## config.mk

```make
export PLATFORM = sky130hd
export DESIGN_NAME = bellek_denetleyici_flat
export DESIGN_NICKNAME = d
export VERILOG_FILES = /design/src/rtl/bellek_denetleyici_pkg.sv /design/src/rtl/bellek_denetleyici_if.sv /design/src/rtl/bellek_denetleyici_bekleme_sayaci.sv /design/src/rtl/bellek_denetleyici.sv /design/src/flat_wrapper.sv
export SDC_FILE = /design/constraint.sdc
export NUM_CORES = 1
export LEC_CHECK = 0
export CORE_MARGIN = 8
export CORE_UTILIZATION = 40
export DETAILED_ROUTE_END_ITERATION = 16
export PLACE_DENSITY_LB_ADDON = 0.12
export SKIP_LAST_GASP = 1
export SYNTH_ARGS = -nofsm -noshare
export SYNTH_HDL_FRONTEND = slang
export SYNTH_HIERARCHICAL = 1
export SYNTH_SLANG_ARGS = --single-unit
```

## constraint.sdc

```tcl
create_clock -name clk -period 2.8 [get_ports clk]
set_clock_uncertainty 0.15 [all_clocks]
set_input_delay 0.28 -clock clk [delete_from_list [all_inputs] [get_ports clk]]
set_output_delay 0.28 -clock clk [all_outputs]
set_load 0.005 [all_outputs]
```

## src/rtl/bellek_denetleyici_pkg.sv

```systemverilog
`default_nettype none
// ============================================================================
// Module      : bellek_denetleyici_pkg
// Description : Shared widths, main-memory base address and controller FSM
//               state encoding.
// Revision    : 1.0 - initial release
// ============================================================================
package bellek_denetleyici_pkg;

  localparam int VERI_BIT  = 32;
  localparam int ADRES_BIT = 32;
  localparam logic [ADRES_BIT-1:0] BELLEK_ADRES = 32'h8000_0000;

  typedef enum logic [1:0] {
    BOSTA     = 2'd0,
    OKU_BEKLE = 2'd1,
    YAZ       = 2'd2,
    YANIT     = 2'd3
  } durum_t;

  function automatic logic [ADRES_BIT-1:0] kelime_hizala(input logic [ADRES_BIT-1:0] adres);
    return {adres[ADRES_BIT-1:2], 2'b00};
  endfunction

endpackage
`default_nettype wire

```

## src/rtl/bellek_denetleyici_if.sv

```systemverilog
`default_nettype none
// ============================================================================
// Module      : bellek_denetleyici_if
// Description : Core request/response bus plus main-memory port of the
//               memory controller.
// Revision    : 1.0 - initial release
// ============================================================================
interface bellek_denetleyici_if;
  import bellek_denetleyici_pkg::*;

  logic                 istek_gecerli;
  logic                 istek_hazir;
  logic [ADRES_BIT-1:0] istek_adres;
  logic                 istek_yaz;
  logic [VERI_BIT-1:0]  istek_veri;
  logic                 yanit_gecerli;
  logic [VERI_BIT-1:0]  yanit_veri;
  logic                 yanit_hata;
  logic [ADRES_BIT-1:0] bellek_adres;
  logic [VERI_BIT-1:0]  bellek_oku_veri;
  logic [VERI_BIT-1:0]  bellek_yaz_veri;
  logic                 bellek_yaz;

  // Controller side
  modport slave (
    input  istek_gecerli, istek_adres, istek_yaz, istek_veri, bellek_oku_veri,
    output istek_hazir, yanit_gecerli, yanit_veri, yanit_hata,
           bellek_adres, bellek_yaz_veri, bellek_yaz
  );

  // Core and memory side
  modport master (
    output istek_gecerli, istek_adres, istek_yaz, istek_veri, bellek_oku_veri,
    input  istek_hazir, yanit_gecerli, yanit_veri, yanit_hata,
           bellek_adres, bellek_yaz_veri, bellek_yaz
  );

endinterface
`default_nettype wire

```

## src/rtl/bellek_denetleyici_bekleme_sayaci.sv

```systemverilog
`default_nettype none
// ============================================================================
// Module      : bekleme_sayaci
// Description : Loadable down-counter with a zero flag; stops at zero.
// Revision    : 1.0 - initial release
// ============================================================================
module bekleme_sayaci #(
  parameter int GENISLIK = 4
) (
  input  logic                clk,
  input  logic                rst,
  input  logic                yukle,
  input  logic [GENISLIK-1:0] yukle_deger,
  input  logic                azalt,
  output logic                sifir
);

  logic [GENISLIK-1:0] r_sayi;

  always_ff @(posedge clk or negedge rst) begin
    if (!rst) begin
      r_sayi <= '0;
    end else if (yukle) begin
      r_sayi <= yukle_deger;
    end else if (azalt && (r_sayi != '0)) begin
      r_sayi <= r_sayi - GENISLIK'(1);
    end
  end

  assign sifir = (r_sayi == '0);

endmodule
`default_nettype wire

```

## src/rtl/bellek_denetleyici.sv

```systemverilog
`default_nettype none
// ============================================================================
// Module      : bellek_denetleyici
// Description : Single-outstanding-request controller between core and main
//               memory with fixed read latency. Define BELLEK_ADRES_DENETIM_EN
//               to enable the address range check and yanit_hata reporting.
// Revision    : 1.0 - initial release
// ============================================================================
module bellek_denetleyici
  import bellek_denetleyici_pkg::*;
#(
  parameter int unsigned    BEKLEME_CEVRIM = 2,
  parameter logic [31:0]    BELLEK_BOYUT   = 32'h0001_0000
) (
  input  logic              clk,
  input  logic              rst,
  bellek_denetleyici_if.slave bus
);

  localparam logic [3:0] c_SAYAC_YUKLE = 4'(BEKLEME_CEVRIM - 1);

  if ((BEKLEME_CEVRIM < 1) || (BEKLEME_CEVRIM > 15) || (BELLEK_BOYUT == 32'd0)) begin : g_parametre_denetim
    $error("bellek_denetleyici: BEKLEME_CEVRIM must be 1..15 and BELLEK_BOYUT non-zero");
  end

  durum_t               r_durum;
  durum_t               w_sonraki;
  logic [ADRES_BIT-1:0] r_adres;
  logic [VERI_BIT-1:0]  r_veri;
  logic [VERI_BIT-1:0]  r_yanit_veri;
  logic                 w_hazir;
  logic                 w_kabul;
  logic                 w_adres_hata;
  logic                 w_sayac_yukle;
  logic                 w_sayac_azalt;
  logic                 w_sayac_sifir;
  logic                 w_okuma_bitti;
  logic                 w_yanit_gecerli;
  logic                 w_bellek_yaz;

  assign w_hazir       = (r_durum == BOSTA);
  assign w_kabul       = bus.istek_gecerli & w_hazir;
  assign w_okuma_bitti = (r_durum == OKU_BEKLE) & w_sayac_sifir;

`ifdef BELLEK_ADRES_DENETIM_EN
  logic r_hata;

  assign w_adres_hata = (bus.istek_adres < BELLEK_ADRES) ||
                        ((bus.istek_adres - BELLEK_ADRES) >= BELLEK_BOYUT);

  always_ff @(posedge clk or negedge rst) begin
    if (!rst) begin
      r_hata <= 1'b0;
    end else if (w_kabul) begin
      r_hata <= w_adres_hata;
    end
  end

  assign bus.yanit_hata = w_yanit_gecerli & r_hata;
`else
  assign w_adres_hata   = 1'b0;
  assign bus.yanit_hata = 1'b0;
`endif

  bekleme_sayaci #(
    .GENISLIK (4)
  ) u_bekleme_sayaci (
    .clk         (clk),
    .rst         (rst),
    .yukle       (w_sayac_yukle),
    .yukle_deger (c_SAYAC_YUKLE),
    .azalt       (w_sayac_azalt),
    .sifir       (w_sayac_sifir)
  );

  always_ff @(posedge clk or negedge rst) begin
    if (!rst) begin
      r_durum <= BOSTA;
    end else begin
      r_durum <= w_sonraki;
    end
  end

  always_comb begin
    w_sonraki       = r_durum;
    w_sayac_yukle   = 1'b0;
    w_sayac_azalt   = 1'b0;
    w_yanit_gecerli = 1'b0;
    w_bellek_yaz    = 1'b0;
    case (r_durum)
      BOSTA: begin
        if (w_kabul) begin
          // Faulting addresses skip the memory entirely
          if (w_adres_hata) begin
            w_sonraki = YANIT;
          end else if (bus.istek_yaz) begin
            w_sonraki = YAZ;
          end else begin
            w_sonraki     = OKU_BEKLE;
            w_sayac_yukle = 1'b1;
          end
        end
      end
      OKU_BEKLE: begin
        if (w_sayac_sifir) begin
          w_sonraki = YANIT;
        end else begin
          w_sayac_azalt = 1'b1;
        end
      end
      YAZ: begin
        w_bellek_yaz = 1'b1;
        w_sonraki    = YANIT;
      end
      YANIT: begin
        w_yanit_gecerli = 1'b1;
        w_sonraki       = BOSTA;
      end
      default: begin
        w_sonraki = BOSTA;
      end
    endcase
  end

  always_ff @(posedge clk or negedge rst) begin
    if (!rst) begin
      r_adres      <= BELLEK_ADRES;
      r_veri       <= '0;
      r_yanit_veri <= '0;
    end else begin
      if (w_kabul) begin
        r_adres <= bus.istek_adres;
        r_veri  <= bus.istek_veri;
      end
      // Read data survives writes and idle cycles until the next read
      if (w_okuma_bitti) begin
        r_yanit_veri <= bus.bellek_oku_veri;
      end
    end
  end

  assign bus.istek_hazir     = w_hazir;
  assign bus.yanit_gecerli   = w_yanit_gecerli;
  assign bus.yanit_veri      = r_yanit_veri;
  assign bus.bellek_adres    = kelime_hizala(r_adres);
  assign bus.bellek_yaz_veri = r_veri;
  assign bus.bellek_yaz      = w_bellek_yaz;

endmodule
`default_nettype wire

```

## src/flat_wrapper.sv

```systemverilog
// flat-port wrapper written by rule: the top's interface ports become plain ports
module bellek_denetleyici_flat import bellek_denetleyici_pkg::*;
#(
  parameter int unsigned    BEKLEME_CEVRIM = 2,
  parameter logic [31:0]    BELLEK_BOYUT   = 32'h0001_0000
)
  (clk, rst, bus_istek_gecerli, bus_istek_adres, bus_istek_yaz, bus_istek_veri, bus_bellek_oku_veri, bus_istek_hazir, bus_yanit_gecerli, bus_yanit_veri, bus_yanit_hata, bus_bellek_adres, bus_bellek_yaz_veri, bus_bellek_yaz);
  bellek_denetleyici_if bus_i ();
  input  logic clk;
  input  logic rst;
  input wire logic [$bits(bus_i.istek_gecerli)-1:0] bus_istek_gecerli;
  input wire logic [$bits(bus_i.istek_adres)-1:0] bus_istek_adres;
  input wire logic [$bits(bus_i.istek_yaz)-1:0] bus_istek_yaz;
  input wire logic [$bits(bus_i.istek_veri)-1:0] bus_istek_veri;
  input wire logic [$bits(bus_i.bellek_oku_veri)-1:0] bus_bellek_oku_veri;
  output wire logic [$bits(bus_i.istek_hazir)-1:0] bus_istek_hazir;
  output wire logic [$bits(bus_i.yanit_gecerli)-1:0] bus_yanit_gecerli;
  output wire logic [$bits(bus_i.yanit_veri)-1:0] bus_yanit_veri;
  output wire logic [$bits(bus_i.yanit_hata)-1:0] bus_yanit_hata;
  output wire logic [$bits(bus_i.bellek_adres)-1:0] bus_bellek_adres;
  output wire logic [$bits(bus_i.bellek_yaz_veri)-1:0] bus_bellek_yaz_veri;
  output wire logic [$bits(bus_i.bellek_yaz)-1:0] bus_bellek_yaz;
  assign bus_i.istek_gecerli = bus_istek_gecerli;
  assign bus_i.istek_adres = bus_istek_adres;
  assign bus_i.istek_yaz = bus_istek_yaz;
  assign bus_i.istek_veri = bus_istek_veri;
  assign bus_i.bellek_oku_veri = bus_bellek_oku_veri;
  assign bus_istek_hazir = bus_i.istek_hazir;
  assign bus_yanit_gecerli = bus_i.yanit_gecerli;
  assign bus_yanit_veri = bus_i.yanit_veri;
  assign bus_yanit_hata = bus_i.yanit_hata;
  assign bus_bellek_adres = bus_i.bellek_adres;
  assign bus_bellek_yaz_veri = bus_i.bellek_yaz_veri;
  assign bus_bellek_yaz = bus_i.bellek_yaz;
  bellek_denetleyici #(.BEKLEME_CEVRIM(BEKLEME_CEVRIM), .BELLEK_BOYUT(BELLEK_BOYUT)) u_core (.clk(clk), .rst(rst), .bus(bus_i));
endmodule
```

==> impl_results.md, run 1 <==
- Outcome: complete, no violations
- Total grt overflow: 0
- Mapped Avg Cell Area: 16.18 um2
- Relative slew slack: 0.6500
- Final max-slew violation count: 0
- Area of the core: 9774 um2
- Maximum VDD drop: 600.9 uV
- Worst Path Arrival: 1.70 ns
- Final Cycle Share: 0.7595
- WL per Instance: 17.29 um
- Fmax: 470.2 MHz
- Total of max-cap violations: 0
- Worst setup margin: 0.6733 ns
- Pwr dens: 1057 nW/um2
- I/O Buffers: 194
- Ant. Diodes: 0
- GRT Total Usage: 0.1516
- Share of post-route cells with drive strength above 1: 0.2615
- Final nets: 557
- Hpwl dp: 7902 um
- Fin util: 0.6446
- Combinational Power Share: 0.465
- Clock power share: 0.152
- Register bit count reported by yosys: 100
- Post-Syn Area: 4029 um2
- Initial Util: 0.4122
- Crit path max fanout: 4
- EDFF count, synth: 0
- Yosys top cell by area: dfrtp_1
- Routability cong.: 0.7169
- CP required: 2.37 ns
- Main synth FF type: dfrtp_1
- Worst Max-Slew Pin Slew: 0.5250 ns
- Die ar.: 13,540 um2
- Fin Setup TNS: 0 ns
- CP startpoint kind: flip-flop
- Distinct cell type count of the synthesized netlist: 28
- # H-tree levels: 3
- Critical Path Sink Type: output port
- Final WL: 10,160 um
- DRC Markers: 0
- Crit Path Category: flip-flop to output port
- R2R setup slack: 0.71 ns
- Clock root buffer: clkbuf_8
- Die height: 116.4 um
- # IOs: 200
- Sequential area share after synthesis: 0.6214
- Worst setup path startpoint: u_core/r_durum[0]
- Ys Warns: 6
- Synth area leaders: dfrtp_1 (61%), mux2_2 (25%), clkbuf_8 (2.0%)
- Worst slack at placement: 0.7123 ns
- CTS tree: yes
- Clk buf depth: 2
- Sw Share: 0.2718
- HP Class: primary input to asynchronous set/reset pin
- Worst-skew pair later-pin latency: 0.35 ns
- Post-synth ARST share: 1.000
- R2R cell count: 7
- Placement Cell Area: 6070 um2
- Min Tclk post-route: 2.127 ns
- Vias: 2,708
- R2r endpoint: u_core/u_bekleme_sayaci/r_sayi[1]
- Layout area overhead: 56.40%
- Net Switching: 1.811 mW
- Static Leak: 2.676 nW
- Yosys top cell area share: 0.6149
- TritonRoute pass-1 iters: 3
- Die width: 116.4 um
- Critical Path Sink: bus_istek_hazir
- Starting DRT DRC Count: 134
- Inserted Clock Buffers: 9
- Vias/cell: 4.605
- Vias in the first global route: 2,901
- Most frequent cells after synthesis: dfrtp_1 (99), mux2_2 (89)
- Cells after Synth: 249
- Most common cell in the synthesized netlist: dfrtp_1
- Reg clk slew, reported paths: 0.09 ns
- Post-CTS setup buffer count: 0
- Unrepaired setup endpoints after global routing: false
- Sequential share of power: 0.383
- Final Hold Viols: 0
- Row cnt: 36
- R2R Path Start: u_core/u_bekleme_sayaci/r_sayi[0]
- # fillers: 804
- First-pass GRT wire length: 15,570 um
- Final setup violation count: 0
- Largest net degree at the start of global routing: 61
- Pwr Total: 6.663 mW
- Post-route ant nets: 0
- Internal power: 4.852 mW
- Post-route cell area: 6301 um2
- Initial antenna violation count: 0
- Sinks on Clock Net: 100
critical path: stages, from the launching register on:
cell             delay [ns]
dfrtp_1                0.41
inv_1                  0.13
ha_1                   0.26
clkdlybuf4s50_1        0.55
registers in the layout (all words and copies together) (netlist names):
name and cells:
u_core/r_durum 2, u_core/bus.yanit_veri 32, u_core/r_adres 30, u_core/bus.bellek_yaz_veri 32
u_core/u_bekleme_sayaci/r_sayi 4
timing repair:
item | in CTS | in global routing
hold endpoints to repair | 40 | 0
gates resized for setup | 0 | 0
hold buffers | 1 | 0
endpoints found under the setup margin | 0 | 0
metal layers:
| layer | up-vias | GRT usage | share of wire |
|---|---|---|---|
| met3 | 14 | 0.06308 | 0.099 |
| met5 | - | 0 | 0 |
| met2 | 108 | 0.2581 | 0.50 |
| met1 | 1327 | 0.1669 | 0.39 |
| li1 | 1259 | - | - |
| met4 | 0 | 0.05359 | 0.018 |
cell type report:
type                       count  area (um2)  area share
multi-input combinational    135        1383      0.2194
inverter                       6       22.52    0.003574
tap                          133       166.4     0.02641
timing repair buffer         199        2004      0.3181
sequential                   100        2504      0.3973
clock inverter                 5       83.83     0.01330
clock buffer                  10       137.6     0.02184
logic make-up after synthesis:
kind of cell | share of synthesized area
flip-flops | 0.6214
multiplexers | 0.2748
other | 0.001864
AND/OR/NAND/NOR | 0.02733
AO/OA/AOI/OAI | 0.01584
buffers and inverters | 0.04006
adder cells (fa/ha/maj) | 0.01863
metrics by stage:
step	cells	hold slack, ns
CTS	588	0.2891
global route	588	0.3219
detailed placement	572	0.1512
finish	588	0.2886
floorplan	254	-0.1656
global placement	572	0.1513
cell usage in the layout (no fill, tap or decap), drive strengths merged, types with 2 or more instances in the layout:
cell / count
a21oi: 2
buf: 5
bufinv: 2
clkbuf: 10
clkdlybuf4s50: 193
clkinvlp: 2
conb: 7
dfrtp: 99
ha: 6
inv: 7
mux2: 94
mux2i: 3
nand2: 6
nor3: 2
nor3b: 2
o21ai: 3
worst min path at each step:
| stage | from | end | cells after the start |
|---|---|---|---|
| 6_report | rst | u_core/bus.yanit_veri[10] | 2 |
| 5_1_grt | rst | u_core/r_adres[14] | 2 |
| 4_1_cts | rst | u_core/bus.yanit_veri[10] | 2 |
| 3_5_place_dp | rst | u_core/bus.yanit_veri[10] | 1 |
| 3_3_place_gp | rst | u_core/bus.yanit_veri[10] | 1 |
| 2_1_floorplan | rst | u_core/bus.bellek_yaz_veri[0] | 0 |
power groups by stage:
| stage | Combinational (mW) | Clock [mW] | Sequential [mW] |
|---|---|---|---|
| CTS | 3.18 | 1.06 | 2.56 |
| global placement | 3.11 | 0 | 2.54 |
| detailed placement | 3.17 | 0 | 2.59 |
| finish | 3.10 | 1.01 | 2.55 |
| floorplan | 1.23 | 0 | 2.64 |
| global route | 3.34 | 1.12 | 2.66 |
Note: power is estimated with default switching activity, not from simulation.
==> inputs of run 2 (changes only) <==
Clock period 2.8 ns to 2 ns, I/O delays scaled along.
==> impl_results.md, run 2 (same netlist as run 1, synthesis figures left out) <==
- # fillers: 770 (-4.2%)
- R2R cell count: 7 (unchanged)
- Final max-slew violation count: 0 (unchanged)
- Worst setup margin: 0.09738 ns (-0.5759 ns)
- Post-route cell area: 6389 um2 (+1.4%)
- Final nets: 562 (+0.90%)
- Most common cell after layout, fill and taps aside: clkdlybuf4s50_1
- WL per Instance: 17.99 um (+4.1%)
- HP Class: primary input to asynchronous set/reset pin
- Ant. Diodes: 0 (unchanged)
- Routability cong.: 0.7766 (+8.3%)
- DRC Markers: 0 (unchanged)
- Die width: 116.4 um (unchanged)
- Max incr delay on CP: 0.51 ns (-0.04 ns)
- Final Cycle Share: 0.9513
- Area of the core: 9774 um2 (unchanged)
- Crit path max fanout: 4 (unchanged)
- Total of max-cap violations: 0 (unchanged)
- Initial antenna violation count: 0 (unchanged)
- Placement Cell Area: 6137 um2 (+1.1%)
- Hpwl dp: 8279 um (+4.8%)
- Total grt overflow: 0 (unchanged)
- Final setup violation count: 0 (unchanged)
- Share of post-route cells with drive strength above 1: 0.2863 (+0.02480)
- Final WL: 10,690 um (+5.1%)
- Unrepaired setup endpoints after global routing: false
- GRT Total Usage: 0.1603 (+0.008627)
- TritonRoute pass-1 iters: 4 (+1)
- Die height: 116.4 um (unchanged)
- Worst Path Arrival: 1.55 ns (-0.15 ns)
- Slowest CP cell: clkdlybuf4s50_1
- CTS tree: yes
- Placed cells: 576 (+0.70%)
- CP startpoint kind: flip-flop
- Crit Path Category: flip-flop to output port
- Inserted Clock Buffers: 9 (unchanged)
- Outcome: complete, no violations
- Most frequent cells in the layout: clkdlybuf4s50_1 (193), dfrtp_1 (99), mux2_2 (89)
- CP required: 1.65 ns (-0.72 ns)
- Finished Layout Cells: 594 (+1.0%)
- Clk buf depth: 2 (unchanged)
- Vias in the first global route: 3,003 (+3.5%)
- Maximum VDD drop: 738.6 uV (+23%)
- Initial Util: 0.4122 (unchanged)
- WHS: 0.1420 ns (-0.1465 ns)
- Row cnt: 36 (unchanged)
- # H-tree levels: 3 (unchanged)
- # IOs: 200 (unchanged)
- Vias: 2,752 (+1.6%)
- First-pass GRT wire length: 16,460 um (+5.8%)
- Fmax: 525.6 MHz
- Worst-skew pair later-pin latency: 0.35 ns (about the same)
- Post-route ant nets: 0 (unchanged)
- Vias/cell: 4.633 (+0.60%)
- Min Tclk post-route: 1.903 ns
- Pwr dens: 1467 nW/um2 (+39%)
- Clock root buffer: clkbuf_8
- Cell Chain, Critical Path: inv_2, ha_4, clkdlybuf4s50_1
- Critical Path Sink Type: output port
- Starting DRT DRC Count: 65 (-51%)
- Final Hold Viols: 0 (unchanged)
- I/O Buffers: 194 (unchanged)
- Worst slack at placement: -0.01498 ns (-0.7273 ns)
- Static Leak: 2.715 nW (+1.4%)
- Layout area overhead: 58.57%
- Reg clk slew, reported paths: 0.09 ns (about the same)
- Sinks on Clock Net: 100 (unchanged)
- Die ar.: 13,540 um2 (unchanged)
- Largest net degree at the start of global routing: 43 (-30%)
[run 2: layout make-up]
cell class              count  area, um2  share of cell area
flip-flops and latches    100       2504              0.3919
repair buffers            204       2079              0.3255
multi-input cells         135       1434              0.2244
clock buffers              14      172.7             0.02703
well taps                 133      166.4             0.02605
inverters                   6      22.52            0.003525
clock inverters             2      10.01            0.001567
[run 2: worst max-delay path, delay by kind of cell, from the launching register on]
family / cells / cell delay (ns)
buffers and inverters: 2 / 0.63
adders and majority gates: 1 / 0.17
DFF: 1 / 0.42
[run 2: worst paths after layout]
kind,startpoint,endpoint,slack (ns)
worst max-delay path,u_core/r_durum[0],bus_istek_hazir,0.1
worst min-delay path,rst,u_core/r_adres[30],0.14
worst max register to register,u_core/u_bekleme_sayaci/r_sayi[1],u_core/u_bekleme_sayaci/r_sayi[3],0.11
worst min register to register,u_core/bus.yanit_veri[18],u_core/bus.yanit_veri[18],0.36
max in group asynchronous,rst,u_core/r_adres[31],0.98
min in group clk,bus_istek_veri[4],u_core/bus.bellek_yaz_veri[4],0.30
[run 2: per-layer routing]
metal	track usage	up-vias	share of wire
li1	-	1264	-
met1	0.1872	1343	0.38
met2	0.2438	133	0.46
met3	0.07859	12	0.14
met4	0.07260	0	0.018
met5	0	-	0
[run 2: metrics by stage]
stage | setup TNS [ns] | util | power (mW)
2_1_floorplan | 0 | - | 5.405
3_3_place_gp | 0 | 0.6279 | 7.994
3_5_place_dp | -0.01498 | 0.6279 | 8.151
4_1_cts | -0.001908 | 0.6508 | 9.468
5_1_grt | 0 | 0.6536 | 10.01
6_report | 0 | 0.6536 | 9.371
[run 2: where the power goes]
group          total (mW)  internal (mW)  switching (mW)  leakage [nW]
combinational        4.56           3.13            1.43          1.44
clock                1.20          0.553           0.651        0.0965
sequential           3.61           3.07           0.535          1.18
[run 2: what timing repair did]
| item | 4_1_cts | 5_1_grt |
|---|---|---|
| setup buffers | 1 | 0 |
| setup endpoints to repair | 3 | 7 |
| endpoints found under the hold margin | 99 | 0 |
| resized for setup | 4 | 9 |
| hold buffers | 1 | 0 |
| pin swaps | 0 | 1 |
